`src/rtl/pipeline_flow_ctrl.sv`:
```
// Flow controller for enable-gated fixed-latency pipelines: shared enable, per-stage valid
// tracking, upstream valid/ready, downstream credit counting and a stop/drain/restart FSM.
module pipeline_flow_ctrl #(
    parameter int DEPTH   = 4,
    parameter int CREDITS = 8,
    localparam int CWIDTH = $clog2(CREDITS + 1),
    localparam int IWIDTH = $clog2(DEPTH + 1)
) (
    input  logic              clk,
    input  logic              rst,
    input  logic              i_valid,
    output logic              o_ready,
    output logic              o_en,
    output logic              o_out_valid,
    input  logic              i_credit_ret,
    input  logic              i_stop,
    input  logic              i_start,
    output logic              o_stopped,
    output logic [CWIDTH-1:0] o_credits,
    output logic [IWIDTH-1:0] o_inflight,
    output logic              o_credit_err
);

    typedef enum logic [1:0] {S_RUN, S_DRAIN, S_STOPPED} state_t;

    localparam logic [CWIDTH-1:0] CRED_MAX = CWIDTH'(CREDITS);

    state_t            state_q;
    logic [DEPTH-1:0]  v_q, v_d;
    logic [CWIDTH-1:0] credits_q, credits_d;
    logic              err_q, err_d;
    logic              can_adv, en, accept, out_valid;
    logic [IWIDTH-1:0] inflight;

    always_comb begin
        inflight = '0;
        for (int k = 0; k < DEPTH; k++) begin
            inflight = inflight + IWIDTH'(v_q[k]);
        end
    end

    // Only a valid tail item with no buffer slot stalls the pipeline.
    assign can_adv   = !v_q[DEPTH-1] || (credits_q != '0);
    assign en        = !rst && can_adv && (state_q != S_STOPPED);
    assign accept    = i_valid && en && (state_q == S_RUN);
    assign out_valid = v_q[DEPTH-1] && en;

    assign v_d[0] = en ? accept : v_q[0];
    generate
        for (genvar gi = 1; gi < DEPTH; gi++) begin : g_valid_shift
            assign v_d[gi] = en ? v_q[gi-1] : v_q[gi];
        end
    endgenerate

    // A write and a return in the same cycle cancel, so overflow only arises without a write.
    always_comb begin
        credits_d = credits_q;
        err_d     = err_q;
        case ({i_credit_ret, out_valid})
            2'b10: begin
                if (credits_q == CRED_MAX) begin
                    err_d = 1'b1;
                end else begin
                    credits_d = credits_q + CWIDTH'(1);
                end
            end
            2'b01:   credits_d = credits_q - CWIDTH'(1);
            default: credits_d = credits_q;
        endcase
    end

    always_ff @(posedge clk) begin
        if (rst) begin
            state_q   <= S_RUN;
            v_q       <= '0;
            credits_q <= CRED_MAX;
            err_q     <= 1'b0;
        end else begin
            v_q       <= v_d;
            credits_q <= credits_d;
            err_q     <= err_d;
            case (state_q)
                S_RUN: begin
                    if (i_stop) state_q <= S_DRAIN;
                end
                S_DRAIN: begin
                    if ((inflight == '0) || ((inflight == IWIDTH'(1)) && out_valid)) begin
                        state_q <= S_STOPPED;
                    end
                end
                S_STOPPED: begin
                    if (i_start && !i_stop) state_q <= S_RUN;
                end
                default: state_q <= S_RUN;
            endcase
        end
    end

    assign o_en         = en;
    assign o_ready      = en && (state_q == S_RUN);
    assign o_out_valid  = out_valid;
    assign o_stopped    = !rst && (state_q == S_STOPPED);
    assign o_credits    = credits_q;
    assign o_inflight   = rst ? '0 : inflight;
    assign o_credit_err = err_q;

endmodule

```
`config.mk`:
```
export PLATFORM = sky130hd
export DESIGN_NAME = pipeline_flow_ctrl
export DESIGN_NICKNAME = d
export VERILOG_FILES = /design/src/rtl/pipeline_flow_ctrl.sv
export SDC_FILE = /design/constraint.sdc
export NUM_CORES = 1
export LEC_CHECK = 0
export BUFFER_PORTS_ARGS = -buffer_cell sky130_fd_sc_hd__buf_2
export CAP_MARGIN = 20
export CORE_MARGIN = 10
export CORE_UTILIZATION = 54
export DETAILED_ROUTE_END_ITERATION = 10
export HOLD_SLACK_MARGIN = 0.1
export PLACE_DENSITY = 0.81
export SYNTH_ARGS = -nofsm -noshare
export SYNTH_HDL_FRONTEND = slang
export SYNTH_SLANG_ARGS = --single-unit
```
`constraint.sdc`:
```
create_clock -name clk -period 6.1 [get_ports clk]
set_input_delay 0.61 -clock clk [delete_from_list [all_inputs] [get_ports clk]]
set_output_delay 0.61 -clock clk [all_outputs]
set_load 0.02 [all_outputs]
```
==> summary.md <==
| Metric | Value |
|---|---|
| Number of global-route vias before repair | 619 |
| Pleak | 0.000417 µW |
| Final Total Pwr | 234 µW |
| Share of layout cells above drive strength 1 | 26.5% |
| Clock network power share | 22.1% |
| Fmax | 380 MHz |
| Post-synth EDFFs | 0 |
| Worst-case clock buffer depth | 2 |
| Dominant cells by area after synthesis | dfxtp_1 31%, nor2b_1 7.0%, mux2i_1 5.6% |
| Die area | 3190 µm² |
| Synth-to-Final Area Change | 17.1% |
| Skew final | 0.00201 ns |
| Num rows | 13 |
| Comb pwr share | 36.7% |
| Final WL | 1610 µm |
| Max_slew headroom | 74.2% |
| Clock root cell | clkbuf_4 |
| Seq cells post-synth | 11 |
| Drt wl/cell | 14.2 µm |
| Maximum vdd drop | 165 µV |
| Slew Limit Fails | 0 |
| Number of CTS-inserted buffers | 3 |
| Final hold vios | 0 |
| Nets@finish | 109 |
| Post-CTS sizing | 0 |
| Overall Global Routing Usage | 10.2% |
| Crit Path Category | flip-flop to output port |
| Global-route wire length before repair | 2680 µm |
| Drt pass-1 iters | 4 |
| Largest net degree at the start of global routing | 22 |
| CP Data Required Time | 5.49 ns |
| Post-synthesis async set-or-reset flop share | 0% |
| Most frequent cells after synthesis | 11 x dfxtp_1, 8 x nor2b_1, 7 x nor2_1 |
| Most used flip-flop cell after synthesis | dfxtp_1 |
| Least-Margin Pin Slew | 0.386 ns |
| Dominant cell type by area after synthesis | dfxtp_1 |
| Synth Warn # | 0 |
| Clock transition at the registers of the reported paths | 0.07 ns |
| Count leader, synth | dfxtp_1 |
| Worst-skew pair later-pin latency | 0.27 ns |
| Crit. End Element | output port |
| Worst hold path class | flip-flop to flip-flop |
| Vias | 637 |
| Post-CTS Setup Inserts | 0 |
| Dpl hpwl | 1260 µm |
| Pwr Density | 278 nW/µm² |
| Crit share post-route | 43.1% |
| Initial core utilization | 55.9% |
| Port-buffer cells | 17 |
| Sequential Power Share | 41.2% |
| RSZ-0062 raised after global routing | no |
| Avg Synthesized Cell Area | 9.09 µm² |
| Synth top area share | 30.7% |
| H-Tree Level Count | 1 |
| Worst EP arrival | 2.02 ns |
| Initial antenna violation count | 0 |
| Pint | 148 µW |
| Final min period | 2.63 ns |
| Die height | 56.5 µm |
| GPL Wtd Cong | 0.865 |
| Routed Antenna Nets | 0 |
| Antenna diodes | 0 |
| Total grt overflow | 0 |
| Setup TNS | 0 ns |
| Cells after synthesis | 79 |
| Post-synthesis net count | 89 |
| Placed cells | 109 |
| Sw Ratio | 36.9% |
| Synthesized area | 718 µm² |
| Status | complete, no violations |
| Hold buffers post-CTS | 0 |
| IO Count | 18 |
| Clk sink count | 11 |
| WHS | 0.479 ns |
| Final setup violation count | 0 |
| Yosys cell types | 34 |
| Core ar. | 1280 µm² |
| DR iter-0 viols | 6 |
| Seq/Total Area, Yosys | 30.7% |
| DRC | 0 |
| Net Switching | 86.2 µW |
| Startpoint Class | flip-flop |
| Via density | 5.64 |
| Worst-path fanout max | 3 |
| Final cell count without fillers | 113 |
| Chip width | 56.5 µm |
| CTS tree | built |
| Max-cap viol count | 0 |
-- power groups by stage --
stage	logic [µW]	registers (µW)	clock network [µW]
floorplan	58.9	101	0
finish	85.8	96.4	51.7
CTS	86.6	96.4	52.3
global placement	84.5	97.6	0
global route	94.9	99.2	57.1
detailed placement	86.6	98.0	0
-- worst paths after layout --
path,startpoint,endpoint,slack (ns),cells past startpoint
min reg2reg,v_q[1],v_q[1],0.48,2
min,v_q[1],v_q[1],0.48,2
max,v_q[3],o_inflight[1],3.47,7
max reg2reg,o_credits[1],o_credits[2],3.70,9
-- cell families (layout without fill, tap and decap cells) --
kind of cell    count (synthesis)  after routing  share of synthesized area [%]
compound gates                 14             14                           15.2
mux                             7              7                           10.8
fa+ha+maj                       4              4                           8.01
buf+inv                         7             26                           3.66
simple gates                   36             36                           31.7
flops                          11             11                           30.7
-- final cells by class --
| cell class | instances | area, µm² |
|---|---|---|
| Sequential cell | 11 | 220 |
| Tap cell | 15 | 18.8 |
| Clock buffer | 4 | 26.3 |
| Fill cell | 122 | 444 |
| Inverter | 5 | 18.8 |
| Multi-Input combinational cell | 61 | 472 |
| Timing Repair Buffer | 17 | 85.1 |
-- layout by cell type (no fill, tap or decap), drive strengths merged --
master   netlist  routed
a21o           1       1
a21oi          2       2
a2bb2oi        1       1
a31oi          1       1
a41o           1       1
a41oi          1       1
buf            1      17
clkbuf         1       4
dfxtp         11      11
fa             1       1
ha             3       3
inv            5       5
mux2           3       3
mux2i          4       4
nand2          2       2
nand2b         5       5
nand3          2       2
nor2           7       7
nor2b          8       8
nor3           5       5
nor3b          1       1
nor4           1       1
nor4b          1       1
o2111ai        1       1
o21ai          3       3
o21ba          1       1
o21bai         1       1
o311a          1       1
or2b           1       1
or3            1       1
or4b           2       2
-- worst max-delay path, stage by stage (launching register included) --
cell and delay [ns]:
dfxtp_1 0.36, inv_1 0.10, fa_1 0.49, inv_1 0.04, ha_1 0.18, ha_1 0.28, nor2b_1 0.13, buf_2 0.17
-- state kept, by name, indices dropped and copies added (netlist names) --
name,count
o_credits,4
state_q,2
o_credit_err,1
v_q,4
-- layer usage --
metal	track usage [%]	wire (µm)	up-vias	share of wire, %
met3	4.72	94	5	5.8
met2	16.0	757	16	47
met5	0	0	-	0
met4	5.84	35	0	2.2
li1	-	-	325	-
met1	10.8	720	291	45
-- through the flow --
step | setup WS, ns | utilization, % | cell area (µm²)
detailed placement | 3.40 | 63.4 | 815
finish | 3.47 | 65.4 | 841
global placement | 3.51 | 63.4 | 815
global route | 3.32 | 65.4 | 841
CTS | 3.48 | 65.4 | 841
floorplan | 3.80 | - | 718
Power figures use the tool's default switching activity.
